### config.mk
export PLATFORM = sky130hd
export DESIGN_NAME = serial_adder
export DESIGN_NICKNAME = d
export VERILOG_FILES = /design/src/rtl/serial_adder.sv
export SDC_FILE = /design/constraint.sdc
export NUM_CORES = 1
export LEC_CHECK = 0
export ABC_AREA = 1
export BUFFER_PORTS_ARGS = -buffer_cell sky130_fd_sc_hd__buf_2
export CAP_MARGIN = 10
export CORE_MARGIN = 4
export CORE_UTILIZATION = 30
export DETAILED_ROUTE_END_ITERATION = 6
export MAX_ROUTING_LAYER = met4
export REMOVE_ABC_BUFFERS = 1
export SLEW_MARGIN = 20
export SYNTH_ARGS = -nofsm -noshare
export SYNTH_HDL_FRONTEND = slang
export SYNTH_SLANG_ARGS = --single-unit
export TNS_END_PERCENT = 5
### constraint.sdc
create_clock -name clk -period 1.4 [get_ports clk]
set_clock_uncertainty 0.05 [all_clocks]
set_input_delay 0 -clock clk [delete_from_list [all_inputs] [get_ports clk]]
set_output_delay 0 -clock clk [all_outputs]
set_load 0.005 [all_outputs]
### src/rtl/serial_adder.sv
// Bit-serial adder: one registered full-adder cell, LSB first, WIDTH cycles per operation.
// Optional subtract mode is enabled by defining SERIAL_ADDER_SUB_EN (adds the 'sub' input).
module serial_adder #(
  parameter int WIDTH = 8
) (
  input  logic             clk,
  input  logic             rst_n,
  input  logic             start,
  input  logic [WIDTH-1:0] a,
  input  logic [WIDTH-1:0] b,
  input  logic             cin,
`ifdef SERIAL_ADDER_SUB_EN
  input  logic             sub,
`endif
  output logic             busy,
  output logic             done,
  output logic [WIDTH-1:0] sum,
  output logic             cout
);

  localparam int CNT_W = $clog2(WIDTH);
  localparam logic [CNT_W-1:0] LAST_BIT = CNT_W'(WIDTH - 1);

  typedef enum logic {
    IDLE  = 1'b0,
    SHIFT = 1'b1
  } state_e;

  state_e             state_q, state_d;
  logic [WIDTH-1:0]   a_sr_q, a_sr_d;
  logic [WIDTH-1:0]   b_sr_q, b_sr_d;
  logic [WIDTH-1:0]   res_q, res_d;
  logic               carry_q, carry_d;
  logic [CNT_W-1:0]   cnt_q, cnt_d;
  logic [WIDTH-1:0]   sum_q, sum_d;
  logic               cout_q, cout_d;
  logic               done_q, done_d;

  logic [WIDTH-1:0]   b_load;
  logic               carry_load;
  logic               bit_s;
  logic               bit_c;

  // Subtraction is a + ~b + 1: invert b and force the initial carry.
`ifdef SERIAL_ADDER_SUB_EN
  assign b_load     = sub ? ~b : b;
  assign carry_load = sub ? 1'b1 : cin;
`else
  assign b_load     = b;
  assign carry_load = cin;
`endif

  assign bit_s = a_sr_q[0] ^ b_sr_q[0] ^ carry_q;
  assign bit_c = (a_sr_q[0] & b_sr_q[0]) | (a_sr_q[0] & carry_q) | (b_sr_q[0] & carry_q);

  always_comb begin
    // NOTE: every output of this block gets a default first, so no path can leave one unassigned (no latches).
    state_d = state_q;
    a_sr_d  = a_sr_q;
    b_sr_d  = b_sr_q;
    res_d   = res_q;
    carry_d = carry_q;
    cnt_d   = cnt_q;
    sum_d   = sum_q;
    cout_d  = cout_q;
    done_d  = 1'b0;

    case (state_q)
      IDLE: begin
        if (start) begin
          state_d = SHIFT;
          a_sr_d  = a;
          b_sr_d  = b_load;
          carry_d = carry_load;
          cnt_d   = '0;
        end
      end
      SHIFT: begin
        a_sr_d  = a_sr_q >> 1;
        b_sr_d  = b_sr_q >> 1;
        res_d   = {bit_s, res_q[WIDTH-1:1]};
        carry_d = bit_c;
        cnt_d   = cnt_q + 1'b1;
        if (cnt_q == LAST_BIT) begin
          // Last bit: publish the result together with the final carry.
          state_d = IDLE;
          sum_d   = {bit_s, res_q[WIDTH-1:1]};
          cout_d  = bit_c;
          done_d  = 1'b1;
        end
      end
      default: state_d = IDLE;
    endcase
  end

  always_ff @(posedge clk or negedge rst_n) begin
    if (!rst_n) begin
      state_q <= IDLE;
      a_sr_q  <= '0;
      b_sr_q  <= '0;
      res_q   <= '0;
      carry_q <= 1'b0;
      cnt_q   <= '0;
      sum_q   <= '0;
      cout_q  <= 1'b0;
      done_q  <= 1'b0;
    end else begin
      // NOTE: non-blocking assignments so all flops update from pre-edge values.
      state_q <= state_d;
      a_sr_q  <= a_sr_d;
      b_sr_q  <= b_sr_d;
      res_q   <= res_d;
      carry_q <= carry_d;
      cnt_q   <= cnt_d;
      sum_q   <= sum_d;
      cout_q  <= cout_d;
      done_q  <= done_d;
    end
  end

  assign busy = (state_q == SHIFT);
  assign done = done_q;
  assign sum  = sum_q;
  assign cout = cout_q;

endmodule

==> results of run 1 <==
[power by group through the flow]
stage | clock network [mW] | registers, mW | logic, mW
after floorplan | 0 | 1.85 | 0.758
after global placement | 0 | 1.80 | 1.31
after detailed placement | 0 | 1.81 | 1.34
after CTS | 0.793 | 1.79 | 1.43
after global routing | 0.842 | 1.83 | 1.63
final | 0.761 | 1.78 | 1.39
[area by class of cell]
| class | instances | share of cell area, % |
|---|---|---|
| clock buffers | 7 | 4.00 |
| flip-flops and latches | 38 | 44.1 |
| repair buffers | 58 | 19.9 |
| well taps | 70 | 4.06 |
| multi-input cells | 114 | 26.0 |
| inverters | 9 | 1.68 |
| clock inverters | 1 | 0.232 |
[worst min-delay path by stage]
stage,slack (ns),endpoint,start
floorplan,-0.35,a_sr_q[0],rst_n
CTS,0.03,a_sr_q[0],start
finish,0.03,a_sr_q[0],start
global route,0.05,a_sr_q[0],start
detailed placement,-0.06,sum[0],rst_n
global placement,-0.07,sum[0],rst_n
[cell usage after synthesis]
cell type   n
ha_1        2
buf_2       4
o21ai_0     8
nor2_4      1
dfrtp_1    38
buf_6       6
fa_1        1
o21ai_2     7
nor2_1      1
inv_4       1
nand3_1    32
nand2_1    61
nand2_4     1
inv_1       8
[per-layer routing]
layer	up-vias	GRT usage [%]
met5	-	-
li1	658	-
met3	2	3.40
met1	586	13.9
met2	32	18.6
met4	0	2.99
[repair_timing]
item / in CTS / in global routing
setup endpoints to repair: 2 / 0
buffers inserted: 2 / 0
hold buffers: 18 / 0
hold endpoints to repair: 36 / 0
[flip-flops by register name, summed over array words and instances, names as in the netlist]
register,count
a_sr_q,8
busy,1
res_q,7
cout,1
sum,8
done,1
b_sr_q,8
carry_q,1
cnt_q,3
[tightest hold or removal path, delay by kind of cell]
family,cells,cell delay [ns]
buf+inv,1,0.16
simple gates,2,0.15
[through the flow]
step	utilization, %	setup WS [ns]	cells
6_report	41.5	0.114	297
5_1_grt	41.5	0.0423	297
4_1_cts	41.5	0.103	297
3_5_place_dp	35.7	0.00380	269
3_3_place_gp	35.7	0.0372	269
2_1_floorplan	-	-0.163	161
[cell families after synthesis]
group / Yosys count / synth area share (%)
AND/OR/NAND/NOR: 96 / 25.4
flip-flops: 38 / 58.1
buffers and inverters: 19 / 7.57
AO/OA/AOI/OAI: 15 / 6.19
adder cells (fa/ha/maj): 3 / 2.75
==> results.toml, run 1 <==
[timing]
fmax_mhz = 778
rsz0062_at_grt = "false"
maxSlewViolCount = 0
finalSetupTns_ns = 0
period_share_pct = 91.8
fin_crit_ns = 1.29
worst_pin_slew_ns = 0.483
final-setup-viol-count = 0
hold_viol = 0
maxSlewHeadroom_pct = 67.8
holdWs_ns = 0.0347

[cells_and_area]
nFillCells = 561
area_growth_pct = 31.9
antenna_cells = 0
final_common_cell = "nand2_1"
final_cell_mix = "nand2_1, dfrtp_1, nand3_1, buf_2, dlygate4sd3_1"
regArea_um2 = 951
multi_input_area_um2 = 562
nets = 249
finalInstanceArea_mm2 = 0.00216
drive_gt1_share_pct = 25.1

[synthesis]
ys_ff_latch = 38
yosysUniqueCellTypes = 14
synth.area.top_cells = "dfrtp_1, nand2_1, nand3_1, buf_6, o21ai_2"
synth_area_mm2 = 0.00164
synthDominantCellAreaShare_pct = 58.1
yosysWarnings = 0
synth_seq_area_share_pct = 58.1
yosys.area.top_type = "dfrtp_1"
synth_area_per_cell_um2 = 9.57
synthCells = 171

[floorplanning]
boundaryPins = 31
start_util_pct = 31.4
die_height_um = 81.9
dieWidth_um = 81.9
dieArea_mm2 = 0.00670
coreArea_mm2 = 0.00520
row_count = 26

[drt]
antenna_left = 0
met1_length_mm = 1.55
wl_met3_um = 190
wirelength_mm = 3.30
vias = 1278
route.detailed.drc = 0
met2_length_mm = 1.54
dr.pass1.iters = 4
routed.top_layer = "met4"
wire_per_inst_um = 11.1
drt_iter0_drc = 62
viasPerCell = 4.30

[place]
portBuffers = 30
place_area_mm2 = 0.00186
gp_congestion = 0.726
dp_hpwl_mm = 2.27

[clock_network]
cts_max_level = 2
cts_max_path_buffers = 2
clk_pin_slew_worst_paths_ns = 0.07
cts_resized = 0
root_buffer = "clkbuf_8"
clkLatencyLatePin_ns = 0.28
cts_sinks = 38
cts-buffers-inserted = 5
cts_tree = "built"

[critical_path]
crit_fanout = 14
regToRegStartpoint = "cnt_q[0]"
critical_path_class = "reg2reg"
crit_family = "flip-flops"
cp_cell_sequence = "ha_1 -> ha_1 -> nand2_4 -> buf_12 -> nand2_1 -> o21ai_2"
rr_worst_depth = 6
critPathRequiredTime_ns = 1.56
cp_common_cell = "ha_1"
r2r_end = "sum[3]"
cp.arrival_ns = 1.45
slowest_delay_ns = 0.40
crit_path_end = "sum[3]"
slowest_stage = "dfrtp_1"
crit_start = "cnt_q[0]"
cp-end-kind = "flip-flop"
cp_num_cells = 6
start_kind = "flip-flop"
regToRegSetupSlack_ns = 0.11
path_buf_inv = 1

[grt]
first_global_vias = 1307
grtUsageTotal_pct = 11.5
grt_pass1_wl_mm = 5.79
antenna_found_initial = 0
grt_max_degree = 22
grt_overflow = 0

[hold_path]
holdPathStages = 3
min_path_type = "in2reg"

[power_and_ir_drop]
leakagePower_nw = 1.10
switching_power_mw = 1.37
combPwrFrac_pct = 35.4
netSwitchingFraction_pct = 34.9
pwr-share-seq_pct = 45.2
power_mw = 3.94
power.density_mw_per_mm2 = 1820
clockPowerShare_pct = 19.3
ir_worst_vdd_v = 0.000979
p_int_mw = 2.56

[run]
maxCapViolations = 0

[run_status]
run_status = "complete, no violations"
Note: power is estimated with default switching activity, not from simulation.
==> inputs of run 2 (changes only) <==
--- a/config.mk
+++ b/config.mk
@@ -6,10 +6,10 @@
 export NUM_CORES = 1
 export LEC_CHECK = 0
 export ABC_AREA = 1
-export BUFFER_PORTS_ARGS = -buffer_cell sky130_fd_sc_hd__buf_2
+export BUFFER_PORTS_ARGS = -buffer_cell sky130_fd_sc_hd__clkbuf_2
 export CAP_MARGIN = 10
 export CORE_MARGIN = 4
-export CORE_UTILIZATION = 30
+export CORE_UTILIZATION = 40
 export DETAILED_ROUTE_END_ITERATION = 6
 export MAX_ROUTING_LAYER = met4
 export REMOVE_ABC_BUFFERS = 1
==> results.toml, run 2 (synthesis results as in run 1) <==
[run_status]
run_status = "complete, no violations"

[cells_and_area]
antenna_cells = 0
final_cell_mix = "nand2_1, dfrtp_1, nand3_1, clkbuf_2, dlygate4sd3_1"
multi_input_area_um2 = 562
final_cells = 275
final_common_cell = "nand2_1"
regArea_um2 = 952
drive_gt1_share_pct = 25.6
nFillCells = 350
finalInstanceArea_mm2 = 0.00213
nets = 249
area_growth_pct = 30.3
utilization_pct = 56.1

[power_and_ir_drop]
netSwitchingFraction_pct = 35.1
power.density_mw_per_mm2 = 1860
pwr-share-seq_pct = 45.8
switching_power_mw = 1.39
combPwrFrac_pct = 34.9
p_int_mw = 2.57
leakagePower_nw = 1.10
ir_worst_vdd_v = 0.000883
clockPowerShare_pct = 19.3

[timing]
worst_pin_slew_ns = 0.505
fmax_mhz = 792
setup_ws_ns = 0.137
fin_crit_ns = 1.26
period_share_pct = 90.2
hold_viol = 0
rsz0062_at_grt = "false"
final-setup-viol-count = 0
maxSlewHeadroom_pct = 66.3
maxSlewViolCount = 0

[floorplanning]
boundaryPins = 31
dieArea_mm2 = 0.00518
coreArea_mm2 = 0.00380
die_height_um = 72.0
dieWidth_um = 72.0
start_util_pct = 43.1
row_count = 22

[drt]
antenna_left = 0
route.detailed.drc = 0
vias = 1300
wl_met3_um = 184
routed.top_layer = "met4"
viasPerCell = 4.73
dr.pass1.iters = 4
drt_iter0_drc = 63
met1_length_mm = 1.49
wirelength_mm = 3.21
wire_per_inst_um = 11.7
met2_length_mm = 1.49

[critical_path]
rr_worst_depth = 6
critical_path_class = "reg2reg"
cp_num_cells = 6
regToRegSetupSlack_ns = 0.14
crit_start = "cnt_q[0]"
path_buf_inv = 1
cp_cell_sequence = "ha_1 -> ha_1 -> nand2_4 -> buf_4 -> nand2_1 -> o21ai_2"
slowest_delay_ns = 0.39
regToRegStartpoint = "cnt_q[0]"
cp.arrival_ns = 1.43
cp-end-kind = "flip-flop"
start_kind = "flip-flop"
crit_family = "adder cells"
crit_path_end = "sum[5]"
crit_fanout = 5
cp_common_cell = "ha_1"
slowest_stage = "dfrtp_1"
r2r_end = "sum[5]"
critPathRequiredTime_ns = 1.57

[place]
post-place-cells = 246
gp_congestion = 0.754
dp_hpwl_mm = 2.17
place_area_mm2 = 0.00182
portBuffers = 30
dp_slack_ns = -0.0120

[grt]
grtUsageTotal_pct = 14.7
grt_pass1_wl_mm = 5.83
grt_overflow = 0
first_global_vias = 1313
grt_max_degree = 21
antenna_found_initial = 0

[clock_network]
cts-buffers-inserted = 5
cts_sinks = 38
cts_tree = "built"
cts_max_level = 2
clk_pin_slew_worst_paths_ns = 0.07
cts_max_path_buffers = 2
root_buffer = "clkbuf_8"
clkLatencyLatePin_ns = 0.29

[hold_path]
min_path_type = "in2async"

[run]
maxCapViolations = 0
-- run 2: cell types whose count changed in the layout (fill, tap and decap cells not counted) --
cell	before	now
clkbuf_2	0	30
dfrtp_1	38	37
buf_2	30	0
dfrtp_2	0	1
-- run 2: per-layer routing --
metal | GRT usage (%) | vias up
met3 | 3.32 | 7
met2 | 23.2 | 35
li1 | - | 660
met1 | 18.7 | 598
met4 | 5.01 | 0
met5 | - | -
-- run 2: area by class of cell --
class | count | area share [%]
repair buffers | 58 | 20.2
inverters | 9 | 1.70
clock inverters | 1 | 0.235
well taps | 48 | 2.82
multi-input cells | 114 | 26.3
flip-flops and latches | 38 | 44.7
clock buffers | 7 | 4.05
-- run 2: worst min path at each step --
stage,startpoint,endpoint,slack (ns),depth (start not counted)
final,rst_n,sum[0],0.16,2
after global routing,rst_n,sum[0],0.19,2
after CTS,rst_n,sum[0],0.16,2
after detailed placement,rst_n,sum[0],-0.06,1
after global placement,rst_n,sum[0],-0.07,1
after floorplan,rst_n,a_sr_q[0],-0.35,0
-- run 2: per-stage QoR --
step | power, mW | hold WS [ns] | setup TNS, ns
2_1_floorplan | 2.60 | -0.346 | -1.96
3_3_place_gp | 3.09 | -0.0691 | 0
6_report | 3.97 | 0.158 | 0
4_1_cts | 4.03 | 0.165 | 0
5_1_grt | 4.34 | 0.192 | 0
3_5_place_dp | 3.14 | -0.0609 | -0.0145
-- run 2: repair_timing --
action                                  CTS  global route
endpoints found under the hold margin    55             0
setup buffers                             3             0
endpoints found under the setup margin    2             1
hold buffers                             18             0
gates resized for setup                   0             1
pin swaps                                 0             0
-- run 2: power by group through the flow --
stage	combinational (mW)	sequential (mW)	clock, mW
finish	1.39	1.82	0.765
global route	1.62	1.88	0.845
CTS	1.41	1.82	0.794
detailed placement	1.30	1.84	0
global placement	1.27	1.82	0
floorplan	0.758	1.85	0
